==> src/rtl/uart_pkg.sv <==
// Shared types and constants for the UART transmit-side blocks.
//   state_t          : arbiter FSM states
//   UART_FRAME_BITS  : start + 8 data + stop
//   DEFAULT_CLKS_PB  : default clocks per bit
package uart_pkg;

  typedef enum logic [1:0] {
    GUARD = 2'd0,
    IDLE  = 2'd1,
    START = 2'd2,
    BUSY  = 2'd3
  } state_t;

  localparam int UART_FRAME_BITS = 10;
  localparam int DEFAULT_CLKS_PB = 217;

endpackage

==> src/rtl/rr_picker.sv <==
// Combinational round-robin picker.
// Scans i_Last+1, i_Last+2, ... (mod p_NUM_REQ) and returns the first set
// request. When i_Lock is set, only i_Last is a candidate.
//   i_Req   : request vector
//   i_Last  : index granted last time
//   i_Lock  : restrict the candidate set to i_Last
//   o_Found : some candidate is requesting
//   o_Idx   : chosen index (i_Last when nothing is found)
module rr_picker #(
  parameter int p_NUM_REQ = 4,
  parameter int p_IDX_W   = $clog2(p_NUM_REQ)
) (
  input  logic [p_NUM_REQ-1:0] i_Req,
  input  logic [p_IDX_W-1:0]   i_Last,
  input  logic                 i_Lock,
  output logic                 o_Found,
  output logic [p_IDX_W-1:0]   o_Idx
);

  logic [p_IDX_W-1:0] w_Idx;

  always_comb begin
    o_Found = 1'b0;
    o_Idx   = i_Last;
    w_Idx   = '0;
    if (i_Lock) begin
      o_Found = i_Req[i_Last];
    end else begin
      // Walk offsets from farthest to nearest so the nearest hit is the
      // last assignment and wins; offset p_NUM_REQ is i_Last itself.
      for (int k = p_NUM_REQ; k >= 1; k--) begin
        w_Idx = p_IDX_W'((int'(i_Last) + k) % p_NUM_REQ);
        if (i_Req[w_Idx]) begin
          o_Found = 1'b1;
          o_Idx   = w_Idx;
        end
      end
    end
  end

endmodule

==> src/rtl/uart_tx_arbiter.sv <==
// Shares one UART_TX between p_NUM_REQ byte sources, round-robin, with an
// optional per-requester lock so multi-byte messages stay contiguous.
// One start pulse per byte; waits for the completion pulse before the next
// grant. After reset a guard period of one frame lets a UART_TX (which has no
// reset) finish any frame it was sending.
// Optional feature macro: UART_TX_ARB_TIMEOUT_EN (adds o_Timeout and a BUSY
// watchdog of p_TIMEOUT_CLKs cycles).
//   i_Clk, i_Rst_L   : clock, async active-low reset
//   i_Req_Valid/Byte/Lock : per-requester byte interface
//   o_Req_Ack        : one-cycle consume pulse per requester
//   o_Tx_Byte, o_Tx_Start, i_Tx_Completed : UART_TX interface
//   o_Grant_Idx      : current/last granted requester
//   o_Busy           : high in every state except IDLE
//   o_Timeout        : (optional) BUSY watchdog expired
module uart_tx_arbiter
  import uart_pkg::*;
#(
  parameter int p_NUM_REQ      = 4,
  parameter int p_CLKs_PB      = DEFAULT_CLKS_PB,
  parameter int p_TIMEOUT_CLKs = 12 * p_CLKs_PB
) (
  input  logic                         i_Clk,
  input  logic                         i_Rst_L,
  input  logic [p_NUM_REQ-1:0]         i_Req_Valid,
  input  logic [8*p_NUM_REQ-1:0]       i_Req_Byte,
  input  logic [p_NUM_REQ-1:0]         i_Req_Lock,
  output logic [p_NUM_REQ-1:0]         o_Req_Ack,
  output logic [7:0]                   o_Tx_Byte,
  output logic                         o_Tx_Start,
  input  logic                         i_Tx_Completed,
  output logic [$clog2(p_NUM_REQ)-1:0] o_Grant_Idx,
  output logic                         o_Busy
`ifdef UART_TX_ARB_TIMEOUT_EN
  ,
  output logic                         o_Timeout
`endif
);

  localparam int IW         = $clog2(p_NUM_REQ);
  localparam int GUARD_CLKS = UART_FRAME_BITS * p_CLKs_PB;
  localparam int GW         = $clog2(GUARD_CLKS);

  state_t               r_State,     w_State_Nxt;
  logic [GW-1:0]        r_Guard_Cnt, w_Guard_Cnt_Nxt;
  logic [p_NUM_REQ-1:0] r_Ack,       w_Ack_Nxt;
  logic                 r_Tx_Start,  w_Tx_Start_Nxt;
  logic [7:0]           r_Tx_Byte,   w_Tx_Byte_Nxt;
  logic [IW-1:0]        r_Grant_Idx, w_Grant_Nxt;
  logic                 r_Lock,      w_Lock_Nxt;

  logic                 w_Found;
  logic [IW-1:0]        w_Pick;
  logic [7:0]           w_Pick_Byte;

`ifdef UART_TX_ARB_TIMEOUT_EN
  localparam int TW = $clog2(p_TIMEOUT_CLKs);
  logic [TW-1:0]        r_To_Cnt,    w_To_Cnt_Nxt;
  logic                 r_Timeout,   w_Timeout_Nxt;
`endif

  rr_picker #(.p_NUM_REQ(p_NUM_REQ), .p_IDX_W(IW)) u_rr_picker (
    .i_Req   (i_Req_Valid),
    .i_Last  (r_Grant_Idx),
    .i_Lock  (r_Lock),
    .o_Found (w_Found),
    .o_Idx   (w_Pick)
  );

  assign w_Pick_Byte = i_Req_Byte[{w_Pick, 3'b000} +: 8];

  always_comb begin
    w_State_Nxt     = r_State;
    w_Guard_Cnt_Nxt = r_Guard_Cnt;
    w_Ack_Nxt       = '0;
    w_Tx_Start_Nxt  = 1'b0;
    w_Tx_Byte_Nxt   = r_Tx_Byte;
    w_Grant_Nxt     = r_Grant_Idx;
    w_Lock_Nxt      = r_Lock;
`ifdef UART_TX_ARB_TIMEOUT_EN
    w_To_Cnt_Nxt    = r_To_Cnt;
    w_Timeout_Nxt   = 1'b0;
`endif
    case (r_State)
      GUARD: begin
        // i_Tx_Completed is deliberately ignored: it may belong to a frame
        // started before reset.
        if (r_Guard_Cnt == GW'(GUARD_CLKS - 1)) begin
          w_State_Nxt     = IDLE;
          w_Guard_Cnt_Nxt = '0;
        end else begin
          w_Guard_Cnt_Nxt = r_Guard_Cnt + 1'b1;
        end
      end
      IDLE: begin
        // A locked requester that walks away releases the lock; normal
        // arbitration resumes on the following cycle.
        if (r_Lock && !i_Req_Valid[r_Grant_Idx]) begin
          w_Lock_Nxt = 1'b0;
        end else if (w_Found) begin
          w_Grant_Nxt       = w_Pick;
          w_Tx_Byte_Nxt     = w_Pick_Byte;
          w_Lock_Nxt        = i_Req_Lock[w_Pick];
          w_Ack_Nxt[w_Pick] = 1'b1;
          w_State_Nxt       = START;
        end
      end
      START: begin
        w_Tx_Start_Nxt = 1'b1;
        w_State_Nxt    = BUSY;
`ifdef UART_TX_ARB_TIMEOUT_EN
        w_To_Cnt_Nxt   = '0;
`endif
      end
      BUSY: begin
        if (i_Tx_Completed) begin
          w_State_Nxt = IDLE;
        end
`ifdef UART_TX_ARB_TIMEOUT_EN
        else if (r_To_Cnt == TW'(p_TIMEOUT_CLKs - 1)) begin
          w_Timeout_Nxt = 1'b1;
          w_Lock_Nxt    = 1'b0;
          w_State_Nxt   = IDLE;
        end else begin
          w_To_Cnt_Nxt = r_To_Cnt + 1'b1;
        end
`endif
      end
      default: w_State_Nxt = GUARD;
    endcase
  end

  always_ff @(posedge i_Clk or negedge i_Rst_L) begin
    if (!i_Rst_L) begin
      r_State     <= GUARD;
      r_Guard_Cnt <= '0;
      r_Ack       <= '0;
      r_Tx_Start  <= 1'b0;
      r_Tx_Byte   <= '0;
      r_Grant_Idx <= IW'(p_NUM_REQ - 1);
      r_Lock      <= 1'b0;
    end else begin
      r_State     <= w_State_Nxt;
      r_Guard_Cnt <= w_Guard_Cnt_Nxt;
      r_Ack       <= w_Ack_Nxt;
      r_Tx_Start  <= w_Tx_Start_Nxt;
      r_Tx_Byte   <= w_Tx_Byte_Nxt;
      r_Grant_Idx <= w_Grant_Nxt;
      r_Lock      <= w_Lock_Nxt;
    end
  end

`ifdef UART_TX_ARB_TIMEOUT_EN
  always_ff @(posedge i_Clk or negedge i_Rst_L) begin
    if (!i_Rst_L) begin
      r_To_Cnt  <= '0;
      r_Timeout <= 1'b0;
    end else begin
      r_To_Cnt  <= w_To_Cnt_Nxt;
      r_Timeout <= w_Timeout_Nxt;
    end
  end
  assign o_Timeout = r_Timeout;
`endif

  assign o_Req_Ack   = r_Ack;
  assign o_Tx_Byte   = r_Tx_Byte;
  assign o_Tx_Start  = r_Tx_Start;
  assign o_Grant_Idx = r_Grant_Idx;
  assign o_Busy      = (r_State != IDLE);

endmodule

==> config.mk <==
export PLATFORM = sky130hd
export DESIGN_NAME = uart_tx_arbiter
export DESIGN_NICKNAME = d
export VERILOG_FILES = /design/src/rtl/uart_pkg.sv /design/src/rtl/rr_picker.sv /design/src/rtl/uart_tx_arbiter.sv
export SDC_FILE = /design/constraint.sdc
export NUM_CORES = 1
export LEC_CHECK = 0
export CORE_UTILIZATION = 50
export DETAILED_ROUTE_END_ITERATION = 8
export PLACE_DENSITY_LB_ADDON = 0.25
export SLEW_MARGIN = 5
export SYNTH_ARGS = -nofsm -noshare
export SYNTH_HDL_FRONTEND = slang
export SYNTH_HIERARCHICAL = 1
export SYNTH_SLANG_ARGS = --single-unit
==> constraint.sdc <==
create_clock -name i_Clk -period 5 [get_ports i_Clk]
set_clock_uncertainty 0.15 [all_clocks]
set_input_delay 0.75 -clock i_Clk [delete_from_list [all_inputs] [get_ports i_Clk]]
set_output_delay 0.75 -clock i_Clk [all_outputs]
set_load 0.005 [all_outputs]
==> summary.txt, run 1 <==
Drt
  – Drt initial violations: 49
  – Routed vias/inst: 5.59
  – DRC: 0
  – Total wire length: 4180 microns
  – First drt pass iteration count: 4
  – DR WL/cell: 15.9 microns
  – Antenna violation net count after detailed routing: 0
  – Vias: 1469

Timing
  – Worst Tran Pin Value: 433 ps
  – Final TNS setup: 0 ps
  – Final Max Tran Viols: 0
  – Finish-stage setup viols: 0
  – RSZ-0062 raised after global routing: false
  – Peak Freq: 329 MHz
  – Hold Vio Cnt, Final: 0
  – Min cycle time layout: 3040 ps
  – Tcrit/Tclk final: 60.7%
  – Slew headroom: 71.1%

CTS
  – Worst skew pair latency: 280 ps
  – Num CTS Buffers: 5
  – Clk root buf: clkbuf_8
  – Postcts setup bufs: 0
  – CTS sink cnt: 30
  – CTS tree: done
  – H-tree depth: 2
  – Reg clk slew, reported paths: 60 ps
  – Post-cts hold buffer count: 0
  – Post-CTS sizing: 0
  – Maximum buffer depth of the clock tree: 2

Final layout
  – FF/Latch Area: 753 sq um
  – Layout cells sized above 1: 19.4%
  – Area Overhead vs Synth: 38.6%
  – # diodes: 0
  – Fill count: 268
  – Area of the multi-input gates: 0.00103 sq mm
  – Final net count: 266

Global routing
  – First-pass GRT wire length: 7070 microns
  – Vias in the first global route: 1556
  – Total grt overflow: 0
  – Initial antenna violation count: 0
  – Total GRT Usage: 23.5%
  – Largest net degree at the start of global routing: 31

Critical path
  – Worst Path Required: 5010 ps
  – RR Startpoint: o_Grant_Idx[1]
  – Startpoint types: input pin
  – Slowest-stage cell, CP: clkdlybuf4s50_1
  – R2R setup slack: 2500 ps
  – R2r endpoint: o_Tx_Byte[7]
  – Critical-path cell list: clkdlybuf4s50_1 -> a21boi_0 -> o221ai_1 -> o311ai_2 -> buf_4 -> mux4_2 -> mux2_1
  – Critical path class: in -> reg
  – Worst-path fanout max: 13
  – R2r worst-path depth: 6
  – WP buf/inv: 2
  – Crit-path max cell delay: 620 ps
  – Crit-path leading delay family: buffers and inverters
  – Crit end category: flop
  – Critical path arrival: 3040 ps

Synthesis
  – Yosys reg bits: 30
  – Sequential-to-total area share from yosys stat: 40.4%
  – Synthesized area: 0.00186 sq mm
  – Cells after synthesis: 154
  – Synth async-reset ratio: 100%
  – Dominant synthesized flop cell: dfrtp_1
  – Syn avg cell area: 12.1 sq um
  – Syn nets: 204
  – Warnings from Yosys: 6
  – Post-synth EDFFs: 0
  – Distinct cell type count of the synthesized netlist: 49

Placed design
  – # port buffers: 58
  – Dpl hpwl: 3260 microns
  – RePlAce Congestion: 0.798

Min path
  – Worst hold path class: reg -> reg
  – Hold Path Sink: o_Tx_Byte[1]
  – Hold_sp: o_Tx_Byte[1]
  – Hold depth: 1

Power
  – Total power: 1380 uW
  – Peak VDD IR: 0.321 mV
  – Leak Pwr: 0.00110 uW
  – PD cells: 536 mW/mm^2

Floorplan
  – Die Y: 63.1 microns
  – # IOs: 59
  – Die width: 63.1 microns
  – Rows: 21
  – Starting density of the core: 54.2%
  – Core Box Area: 0.00344 sq mm
  – Die area: 0.00398 sq mm

Status
  – Outcome: complete, no violations

Flow run
  – Max-cap violations: 0
layout by cell type (no fill, tap or decap), drive strengths merged, types with 2 or more instances in the layout:
master | Yosys | routed
buf | 4 | 3
a21oi | 4 | 4
nand3 | 4 | 4
mux4 | 10 | 10
nor2 | 14 | 14
inv | 11 | 11
nand2 | 3 | 3
dfstp | 2 | 2
a21boi | 2 | 2
and3 | 3 | 3
nand2b | 2 | 2
and4 | 2 | 2
nor4 | 2 | 2
ha | 7 | 7
mux2 | 11 | 11
xnor2 | 4 | 4
xor2 | 4 | 4
dfrtp | 28 | 28
nor3 | 6 | 6
nand4 | 5 | 5
clkbuf | 2 | 6
mux2i | 6 | 6
clkdlybuf4s50 | 0 | 58
cell usage after synthesis (2+ instances only):
library cell / count / share of area [%]
dfrtp_1: 28 / 38
nor2_1: 14 / 2.8
inv_1: 11 / 2.2
mux2_2: 9 / 5.4
mux4_2: 9 / 11
ha_1: 7 / 4.7
mux2i_1: 6 / 3.2
nor3_1: 6 / 1.6
a21oi_1: 4 / 1.1
nand4_1: 4 / 1.3
xnor2_1: 4 / 1.9
xor2_1: 4 / 1.9
and3_1: 3 / 1.0
nand2_1: 3 / 0.60
nand3_1: 3 / 0.81
a21boi_0: 2 / 0.81
buf_2: 2 / 0.54
clkbuf_1: 2 / 0.40
dfstp_2: 2 / 2.8
nor4_1: 2 / 0.67
area by class of cell:
cell class	count	area share, %
Clock buffer	6	3.20
Clock inverter	2	0.484
Inverter	11	1.60
Multi-Input combinational cell	107	40.0
Sequential cell	30	29.2
Tap cell	46	2.23
Timing Repair Buffer	61	23.3
flip-flops by register name, summed over array words and instances (netlist names):
signal       count
o_Grant_Idx      2
o_Tx_Byte        8
o_Tx_Start       1
r_Lock           1
r_State          2
o_Req_Ack        4
r_Guard_Cnt     12
metal layers:
layer	GRT usage [%]	vias to the layer above	share of wire, %
li1	-	705	-
met5	0	-	0
met4	10.2	0	1.6
met1	26.0	709	40
met2	42.7	48	54
met3	4.89	7	5.0
stage by stage:
step	worst slack [ps]	hold slack [ps]	instances	instance area, sq um	util [%]
floorplan	1880	304	154	1860	-
global placement	1840	324	255	2490	72.3
detailed placement	1660	358	255	2490	72.3
CTS	1970	378	263	2580	75.1
global route	1870	382	263	2580	75.1
finish	1960	374	263	2580	75.1
kinds of logic (layout without fill, tap and decap cells):
kind of cell    Yosys count  in the layout  synth area share [%]
compound gates           19             19                  8.39
xor+xnor                  8              8                  3.76
fa+ha+maj                 7              7                  4.70
buf+inv                  17             80                  4.56
flops                    30             30                  40.4
mux                      27             27                  22.3
simple gates             46             46                  15.8
power by group:
group	internal, uW	switching [uW]	leakage (uW)
Clock	110	93.4	0.0000472
Sequential	339	105	0.000378
Combinational	439	298	0.000673
how the worst max path moves through the flow:
stage | to | cells after the start | startpoint | slack, ps
after CTS | o_Tx_Byte[7] | 7 | i_Req_Valid[1] | 1970
after global placement | o_Tx_Byte[7] | 7 | i_Req_Valid[1] | 1840
after floorplan | o_Tx_Byte[7] | 5 | i_Req_Valid[0] | 1880
after global routing | o_Tx_Byte[7] | 7 | i_Req_Valid[1] | 1870
final | o_Tx_Byte[7] | 7 | i_Req_Valid[1] | 1960
after detailed placement | o_Tx_Byte[7] | 7 | i_Req_Valid[1] | 1660
Note: power is estimated with default switching activity, not from simulation.
==> run 2: changes to the inputs <==
--- a/config.mk
+++ b/config.mk
@@ -5,7 +5,7 @@
 export SDC_FILE = /design/constraint.sdc
 export NUM_CORES = 1
 export LEC_CHECK = 0
-export CORE_UTILIZATION = 50
+export CORE_UTILIZATION = 46
 export DETAILED_ROUTE_END_ITERATION = 8
 export PLACE_DENSITY_LB_ADDON = 0.25
 export SLEW_MARGIN = 5
==> constraint.sdc (replaced) <==
create_clock -name i_Clk -period 3.06 [get_ports i_Clk]
set_clock_uncertainty 0.15 [all_clocks]
set_input_delay 0.459 -clock i_Clk [delete_from_list [all_inputs] [get_ports i_Clk]]
set_output_delay 0.459 -clock i_Clk [all_outputs]
set_load 0.005 [all_outputs]
==> run 2 against run 1 <==
Hold slack lost 25 ps. Die area rose by 8.4%. Flip-flop and latch count did not move. Combinational power is 66% higher. Final cell count rose by 1.5%.
==> summary.txt, run 2 (synthesis results as in run 1) <==
Critical path
  – R2r endpoint: o_Tx_Byte[7]
  – Worst Path Required: 3080 ps (-1930 ps)
  – Critical path arrival: 2730 ps (-310 ps)
  – R2R setup slack: 620 ps (-1880 ps)
  – R2r worst-path depth: 6 (unchanged)
  – Startpoint types: input pin
  – Worst-path fanout max: 10 (-3)
  – RR Startpoint: o_Grant_Idx[1]
  – Crit end category: flop
  – Critical path class: in -> reg

Power
  – Total power: 2290 uW (+65%)
  – Leak Pwr: 0.00111 uW (+0.85%)
  – Peak VDD IR: 0.606 mV (+89%)
  – PD cells: 879 mW/mm^2 (+64%)

Global routing
  – Total GRT Usage: 21.9% (-1.6 points)
  – Total grt overflow: 0 (unchanged)
  – Largest net degree at the start of global routing: 31 (unchanged)
  – Initial antenna violation count: 0 (unchanged)
  – First-pass GRT wire length: 6940 microns (-1.8%)
  – Vias in the first global route: 1627 (+4.6%)

Timing
  – Slew headroom: 70.7% (-0.36 points)
  – Worst Tran Pin Value: 439 ps (+5.40 ps)
  – Final Max Tran Viols: 0 (unchanged)
  – Final TNS setup: 0 ps (unchanged)
  – Hold Vio Cnt, Final: 0 (unchanged)
  – Peak Freq: 368 MHz
  – Min cycle time layout: 2710 ps
  – Tcrit/Tclk final: 88.7%
  – Setup ws final: 346 ps (-1620 ps)
  – RSZ-0062 raised after global routing: false
  – Finish-stage setup viols: 0 (unchanged)

Placed design
  – DP Cell Count: 259 (+1.6%)
  – Place WS: 64.4 ps (-1600 ps)
  – RePlAce Congestion: 0.858 (+7.5%)
  – # port buffers: 58 (unchanged)
  – Placed standard-cell area: 0.00251 sq mm (+0.70%)
  – Dpl hpwl: 3110 microns (-4.5%)

Drt
  – Routed vias/inst: 5.57 (-0.29%)
  – DR WL/cell: 15.3 microns (-3.7%)
  – Antenna violation net count after detailed routing: 0 (unchanged)
  – First drt pass iteration count: 7 (+3)
  – Vias: 1487 (+1.2%)
  – Total wire length: 4090 microns (-2.2%)
  – Drt initial violations: 63 (+29%)
  – DRC: 0 (unchanged)

Floorplan
  – # IOs: 59 (unchanged)
  – Die Y: 65.7 microns (+4.1%)
  – Die width: 65.7 microns (+4.1%)
  – Rows: 22 (+4.8%)
  – Die area: 0.00431 sq mm (+8.4%)
  – Starting density of the core: 49.4% (-4.7 points)
  – Core Box Area: 0.00377 sq mm (+9.6%)

Final layout
  – # diodes: 0 (unchanged)
  – Biggest register: r_Guard_Cnt
  – Non-filler instance count after layout: 267 (+1.5%)
  – Area Overhead vs Synth: 39.5%
  – Layout cells sized above 1: 20.1% (+0.74 points)
  – Max FFs per register: 12 (unchanged)
  – Final net count: 268 (+0.75%)
  – Final Cell Area: 0.00260 sq mm (+0.68%)
  – Commonest non-fill, non-tap cells in the layout: clkdlybuf4s50_1 (58), dfrtp_1 (28), nor2_1 (14)
  – Commonest non-fill, non-tap cell in the layout: clkdlybuf4s50_1

CTS
  – Num CTS Buffers: 5 (unchanged)
  – Clk root buf: clkbuf_8
  – Maximum buffer depth of the clock tree: 2 (unchanged)
  – Postcts setup bufs: 0 (unchanged)
  – CTS sink cnt: 30 (unchanged)
  – CTS tree: done
  – Reg clk slew, reported paths: 60 ps (about the same)
  – H-tree depth: 2 (unchanged)
  – Post-CTS sizing: 0 (unchanged)
  – Post-cts hold buffer count: 0 (unchanged)
  – Worst skew pair latency: 290 ps (about the same)

Min path
  – Hold_sp: o_Tx_Byte[7]
  – Hold Path Sink: o_Tx_Byte[7]
  – Hold depth: 1 (unchanged)
  – Worst hold path class: reg -> reg

Status
  – Outcome: complete, no violations

Flow run
  – Max-cap violations: 0 (unchanged)
==> run 2: per-stage QoR <==
| stage | util [%] | hold WS [ps] |
|---|---|---|
| after global placement | 66.5 | 338 |
| after global routing | 69.0 | 385 |
| after detailed placement | 66.5 | 334 |
| final | 69.0 | 349 |
| after floorplan | - | 13.4 |
| after CTS | 69.0 | 351 |
==> run 2: metal layers <==
layer  global-route usage (%)  vias up  part of all wire [%]
met5                        0        -                     0
met1                     22.8      727                    39
li1                         -      703                     -
met3                     7.12        6                   5.7
met2                     38.5       51                    54
met4                     11.7        0                   1.8
==> run 2: final cells by class <==
class	count	area, sq um
Fill cell	270	1170
Multi-Input combinational cell	107	1030
Sequential cell	30	753
Timing Repair Buffer	63	618
Clock buffer	6	82.6
Tap cell	48	60.1
Inverter	11	41.3
Clock inverter	2	12.5
==> run 2: worst max path at each step <==
| stage | start | slack [ps] | endpoint | depth (start not counted) |
|---|---|---|---|---|
| after detailed placement | i_Req_Valid[1] | 60 | o_Tx_Byte[7] | 7 |
| after floorplan | o_Grant_Idx[0] | 70 | o_Tx_Byte[7] | 5 |
| final | i_Req_Valid[1] | 350 | o_Tx_Byte[7] | 7 |
| after global placement | i_Req_Valid[1] | 210 | o_Tx_Byte[7] | 7 |
| after global routing | i_Req_Valid[1] | 250 | o_Tx_Byte[7] | 7 |
| after CTS | i_Req_Valid[1] | 370 | o_Tx_Byte[7] | 7 |
==> run 2: critical path, cell delays in order <==
cell and delay (ps):
clkdlybuf4s50_1 620, a21boi_0 260, o221ai_1 190, o311ai_2 120
buf_4 280, mux4_2 510, mux2_1 290
==> run 2: where the power goes <==
group          leakage [uW]  switching [uW]  internal [uW]  total (uW)
registers          0.000378             169            553         722
clock network     0.0000472             163            181         343
logic              0.000683             482            738        1220
total               0.00111             814           1470        2290
==> run 3: changes to the inputs <==
--- a/config.mk
+++ b/config.mk
@@ -5,11 +5,13 @@
 export SDC_FILE = /design/constraint.sdc
 export NUM_CORES = 1
 export LEC_CHECK = 0
-export CORE_UTILIZATION = 46
+export ABC_CLOCK_PERIOD_IN_PS = 3060
+export CELL_PAD_IN_SITES_DETAIL_PLACEMENT = 1
+export CELL_PAD_IN_SITES_GLOBAL_PLACEMENT = 2
+export CORE_UTILIZATION = 27
 export DETAILED_ROUTE_END_ITERATION = 8
 export PLACE_DENSITY_LB_ADDON = 0.25
 export SLEW_MARGIN = 5
 export SYNTH_ARGS = -nofsm -noshare
 export SYNTH_HDL_FRONTEND = slang
-export SYNTH_HIERARCHICAL = 1
 export SYNTH_SLANG_ARGS = --single-unit
==> run 3 against run 2 <==
Synthesized cell count is 6.5% higher. Via count shrank 1.3%. Largest cell class unchanged. First-iteration DRC count is 38% lower. Critical path depth shrank 1. Combinational power decreased by 12%. Worst setup slack better by 370 ps. Highest routed layer unchanged. Critical endpoint unchanged. Flip-flop and latch count did not move. Sequential power is 5.5% lower. Utilization is 28 points lower. Die area grew 54%. Count of clock-buffer cells in the layout rose by 2. Largest power group unchanged.
==> summary.txt, run 3 <==
Floorplan
  – Die width: 81.6 microns (+24%)
  – Die area: 0.00666 sq mm (+54%)
  – Starting density of the core: 28.4% (-21 points)
  – # IOs: 59 (unchanged)
  – Rows: 28 (+27%)
  – Die Y: 81.6 microns (+24%)
  – Core Box Area: 0.00603 sq mm (+60%)

Power
  – Switching pwr: 779 uW (-4.3%)
  – Leak Pwr: 0.00113 uW (+1.6%)
  – Switch share: 36.5% (+0.86 points)
  – PD cells: 858 mW/mm^2 (-2.4%)
  – Internal power: 1360 uW (-7.8%)
  – Peak VDD IR: 0.326 mV (-46%)
  – Comb power frac: 50.2% (-3.2 points)
  – Seq pwr share: 31.9% (+0.3 points)
  – Share of total power in the clock network: 17.9% (+2.9 points)

Synthesis
  – Warnings from Yosys: 0 (-6)
  – Syn nets: 214 (+4.9%)
  – Top cell type's share of synthesized area: 41.0% (+3.4 points)
  – Syn avg cell area: 10.4 sq um (-14%)
  – Cells after synthesis: 164 (+6.5%)
  – Distinct cell type count of the synthesized netlist: 40 (-18%)
  – Synth area leader: dfrtp_1
  – Main area contributors after synthesis: dfrtp_1 (41%), mux2i_1 (12%), nand2_1 (5.5%)
  – Top post-synthesis cells by count: dfrtp_1 (28), nand2_1 (25), mux2i_1 (20)
  – Synthesized area: 0.00171 sq mm (-8.3%)
  – Post-synth EDFFs: 0 (unchanged)
  – Sequential-to-total area share from yosys stat: 44.0% (+3.6 points)
  – Count leader, synth: dfrtp_1
  – Dominant synthesized flop cell: dfrtp_1
  – Synth async-reset ratio: 100% (unchanged)
  – Yosys reg bits: 30 (unchanged)

Drt
  – Drt initial violations: 39 (-38%)
  – Vias: 1467 (-1.3%)
  – First drt pass iteration count: 4 (-3)
  – DR WL/cell: 15.2 microns (-0.54%)
  – Routed vias/inst: 4.84 (-13%)
  – DRC: 0 (unchanged)
  – Antenna violation net count after detailed routing: 0 (unchanged)
  – Total wire length: 4610 microns (+13%)

Final layout
  – # diodes: 0 (unchanged)
  – Max FFs per register: 12 (unchanged)
  – Final net count: 277 (+3.4%)
  – Non-filler instance count after layout: 303 (+13%)
  – Area Overhead vs Synth: 45.6%
  – Commonest non-fill, non-tap cells in the layout: clkdlybuf4s50_1 (58), dfrtp_1 (28), nand2_1 (25)
  – Biggest register: r_Guard_Cnt
  – Commonest non-fill, non-tap cell in the layout: clkdlybuf4s50_1
  – Layout cells sized above 1: 8.33% (-12 points)

CTS
  – Post-CTS sizing: 0 (unchanged)
  – Post-cts hold buffer count: 0 (unchanged)
  – Postcts setup bufs: 0 (unchanged)
  – Clk root buf: clkbuf_8
  – CTS sink cnt: 30 (unchanged)
  – Reg clk slew, reported paths: 70 ps (about the same)
  – Worst skew pair latency: 280 ps (about the same)
  – Maximum buffer depth of the clock tree: 2 (unchanged)
  – Num CTS Buffers: 5 (unchanged)
  – CTS tree: done
  – H-tree depth: 2 (unchanged)

Timing
  – Tcrit/Tclk final: 76.5% (-12 points)
  – Hold Vio Cnt, Final: 0 (unchanged)
  – Slew headroom: 68.7% (-2.1 points)
  – Final TNS setup: 0 ps (unchanged)
  – Worst Tran Pin Value: 470 ps (+31.0 ps)
  – Peak Freq: 427 MHz (+16%)
  – RSZ-0062 raised after global routing: false
  – Min cycle time layout: 2340 ps (-375 ps)
  – Finish-stage setup viols: 0 (unchanged)
  – Final Max Tran Viols: 0 (unchanged)

Min path
  – Worst hold path class: reg -> reg

Placed design
  – DP Cell Count: 295 (+14%)
  – # port buffers: 58 (unchanged)
  – RePlAce Congestion: 0.720 (-16%)
  – Dpl hpwl: 3470 microns (+12%)

Critical path
  – Worst Path Required: 3040 ps (-40 ps)
  – Critical path class: in -> reg
  – Crit-path max cell delay: 510 ps (-110 ps)
  – Crit end category: flop
  – Startpoint types: input pin
  – Critical path arrival: 2320 ps (-410 ps)
  – Critical-path cell list: clkdlybuf4s50_1 -> mux4_2 -> o21a_1 -> nand2_1 -> or2_1 -> o221ai_1
  – Worst-path fanout max: 9 (-1)
  – Slowest-stage cell, CP: clkdlybuf4s50_1

Global routing
  – Vias in the first global route: 1491 (-8.4%)
  – Initial antenna violation count: 0 (unchanged)
  – Largest net degree at the start of global routing: 31 (unchanged)
  – Total GRT Usage: 14.9% (-7.0 points)
  – Total grt overflow: 0 (unchanged)
  – First-pass GRT wire length: 7420 microns (+7.0%)

Flow run
  – Max-cap violations: 0 (unchanged)

Status
  – Outcome: complete, no violations
[run 3: cell count changes in the layout (fill, tap and decap cells not counted), sizes merged, moves of 4 or more]
cell,previous run,this run
and3,3,7
inv,11,7
mux2,11,1
mux2i,6,20
mux4,10,1
nand2,3,25
nor2,14,4
nor3,6,2
o21ai,1,8
o221ai,1,10
[run 3: cell type report]
class	count	area, sq um
fillers	687	3540
multi-input cells	120	888
flip-flops and latches	30	753
repair buffers	63	618
clock buffers	8	110
well taps	75	93.8
inverters	7	26.3
[run 3: per-stage QoR]
stage | total power (uW) | hold WS (ps) | instance area, sq um | util (%) | setup slack (ps)
after global routing | 2310 | 364 | 2490 | 41.3 | 622
after detailed placement | 1770 | 328 | 2380 | 39.5 | 428
after floorplan | 1330 | 13.4 | 1710 | - | 911
final | 2140 | 336 | 2490 | 41.3 | 720
after global placement | 1760 | 319 | 2380 | 39.5 | 471
after CTS | 2170 | 345 | 2490 | 41.3 | 731
[run 3: cell families after synthesis]
group / synth area share, %
AOI/OAI and AO/OA: 12.9
and+or+nand+nor: 17.4
buffers and inverters: 4.02
muxes: 13.9
xor gates and xnor gates: 2.56
adders and majority gates: 5.12
DFF: 44.0
[run 3: critical path, delay by kind of cell]
| kind | cells | cell delay (ps) |
|---|---|---|
| mux | 1 | 490 |
| compound gates | 2 | 440 |
| buf+inv | 1 | 510 |
| simple gates | 2 | 420 |
[run 3: power by group through the flow]
stage	registers [uW]	clock network, uW	logic [uW]
floorplan	645	0	690
global placement	689	0	1070
detailed placement	688	0	1080
CTS	684	396	1090
global route	710	411	1190
finish	682	383	1070
[run 3: final timing paths]
path | start | end | slack, ps | cells past startpoint
max in group asynchronous | i_Rst_L | o_Grant_Idx[1] | 2020 | 2
hold reg to reg | r_Guard_Cnt[9] | r_Guard_Cnt[9] | 340 | 1
min in group asynchronous | i_Rst_L | r_Guard_Cnt[4] | 420 | 2
hold / removal | r_Guard_Cnt[9] | r_Guard_Cnt[9] | 340 | 1
setup / recovery | i_Req_Valid[1] | o_Tx_Byte[7] | 720 | 6
setup reg to reg | o_Grant_Idx[0] | o_Tx_Byte[7] | 740 | 5
[run 3: layer usage]
metal	global-route usage (%)	wire, microns	share of wire (%)
met5	0	0	0
met2	22.2	2110	46
met4	5.44	76	1.6
met1	20.8	2260	49
met3	3.44	158	3.4
==> edit, RTL diff (config.mk and constraints of run 3) <==
`DEFAULT_CLKS_PB`: 217 -> 434.
--- a/src/rtl/uart_pkg.sv
+++ b/src/rtl/uart_pkg.sv
@@ -12,7 +12,7 @@
   } state_t;
 
   localparam int UART_FRAME_BITS = 10;
-  localparam int DEFAULT_CLKS_PB = 217;
+  localparam int DEFAULT_CLKS_PB = 434;
 
 endpackage
 
Formal check against the unedited RTL: same outputs for any inputs over 10 cycles, from zero or initial values and one cycle with i_Rst_L low; that may be too few to reach the edited logic, so the function may still have changed.
==> edit against run 3 <==
  * Synthesized area is 17% higher
  * Wire length is 15% higher
  * Sequential cell count is 1 higher
  * Design area is 11% higher
  * Synthesized cell count is 21% higher
  * Setup slack worse by 420 ps
  * Non-clock buffer count is 2 higher
  * Total power is 5.5% higher
  * Largest power group unchanged
==> edit: results <==
status:
  status: "finished, final reports clean"
synth:
  synth_compound_area_frac: 0.164
  async_flop_share: 1.00
  synth_nets: 247
  synth_cell_type_count: 48
  synth.top_cells.by_area: "dfrtp_1 (36%), mux2i_1 (5.5%), a211oi_1 (4.1%), ha_1 (3.7%), nor2_1 (3.7%)"
  synthMuxAreaShare: 0.0735
  synth_xor_xnor_area_share: 0.0392
  synth_fa_ha_area_frac: 0.0374
  synth_common_cells: "dfrtp_1 (29), nor2_1 (20), nand2_1 (18)"
  synth_seq_area_share: 0.387
  yosys_warnings: 0
sta:
  fin_crit_sh: 0.903
  worst_pin_slew_ps: 739
critical_path:
  cp-end-kind: "flop"
  rr_endpoint: "o_Tx_Byte[4]$_DFFE_PN0P_"
  cp.arrival_ps: 2760
  path_max_fanout: 10
  reg2reg_slack_ps: 380
  r2r-start: "o_Grant_Idx[1]$_DFFE_PN1P_"
  cp-startpoint: "i_Req_Valid[3]"
  rr_worst_depth: 6
power:
  power_leakage_nw: 1.10
  swShare: 0.413
  comb_power_share: 0.542
  p_seq_frac: 0.318
  max-vdd-ir-drop_mv: 0.290
placed_design:
  place_hpwl_mm: 4.12
  place_worst_setup_slack_ps: -3.17
  port_buffers: 58
  gp_congestion: 0.720
finish:
  top_register: "r_Guard_Cnt"
  drive_gt1_frac: 0.127
  fill_cells: 832
  largest_reg_flops: 13
  nNetsFinal: 307
  n_antenna_cell: 0
grt:
  grt_usage: 0.151
  antenna_found_initial: 0
  grt_pass1_vias: 1808
  grt_pass1_wl_mm: 8.99
  grt_start_max_net_pins: 32
route:
  num_vias: 1720
  initialDrtViolationCount: 52
  wire_per_inst_um: 14.8
  first_pass_iters: 4
worst_hold_path:
  hold-path-cell-count: 1
  min_path_type: "flop to flop"
  min_from: "r_Guard_Cnt[10]$_DFFE_PN0N_"
  min_to: "r_Guard_Cnt[10]$_DFFE_PN0N_"
clock_tree:
  clockBufferDepth: 2
  cts.root.buffer_cell: "clkbuf_8"
  cts_buffers: 5
  clkLatencyLatePin_ps: 280
  clk_pin_slew_ps: 70
  cts_setup_buffers: 0
  ctsResizeCount: 0
  htree_num_levels: 2
==> edit: layout make-up <==
type	instances	area share
clock buffer	5	0.0249
timing repair buffer	65	0.229
inverter	7	0.00952
multi-input combinational	148	0.404
sequential	31	0.282
tap	99	0.0449
clock inverter	3	0.00544
==> edit: through the flow <==
stage | instances | area [um2] | power [W] | setup TNS [ps] | hold WS [ps]
after floorplan | 198 | 2010 | 0.00154 | 0 | 13.4
after global placement | 350 | 2680 | 0.00194 | 0 | 329
after detailed placement | 350 | 2680 | 0.00197 | -3.17 | 346
after CTS | 358 | 2760 | 0.00229 | 0 | 359
after global routing | 358 | 2760 | 0.00245 | 0 | 375
final | 358 | 2760 | 0.00225 | 0 | 354
==> edit: critical path, cell delays in order <==
cell and delay [ps]:
clkdlybuf4s50_1 600, or4_1 200, a31oi_4 140, nor4_2 710, buf_4 300, mux2i_1 240
a211oi_1 100
==> edit: metal layers <==
metal,part of all wire,global-route usage
met4,0.015,0.0484
met2,0.46,0.234
met5,0,0
met1,0.49,0.210
met3,0.036,0.0317
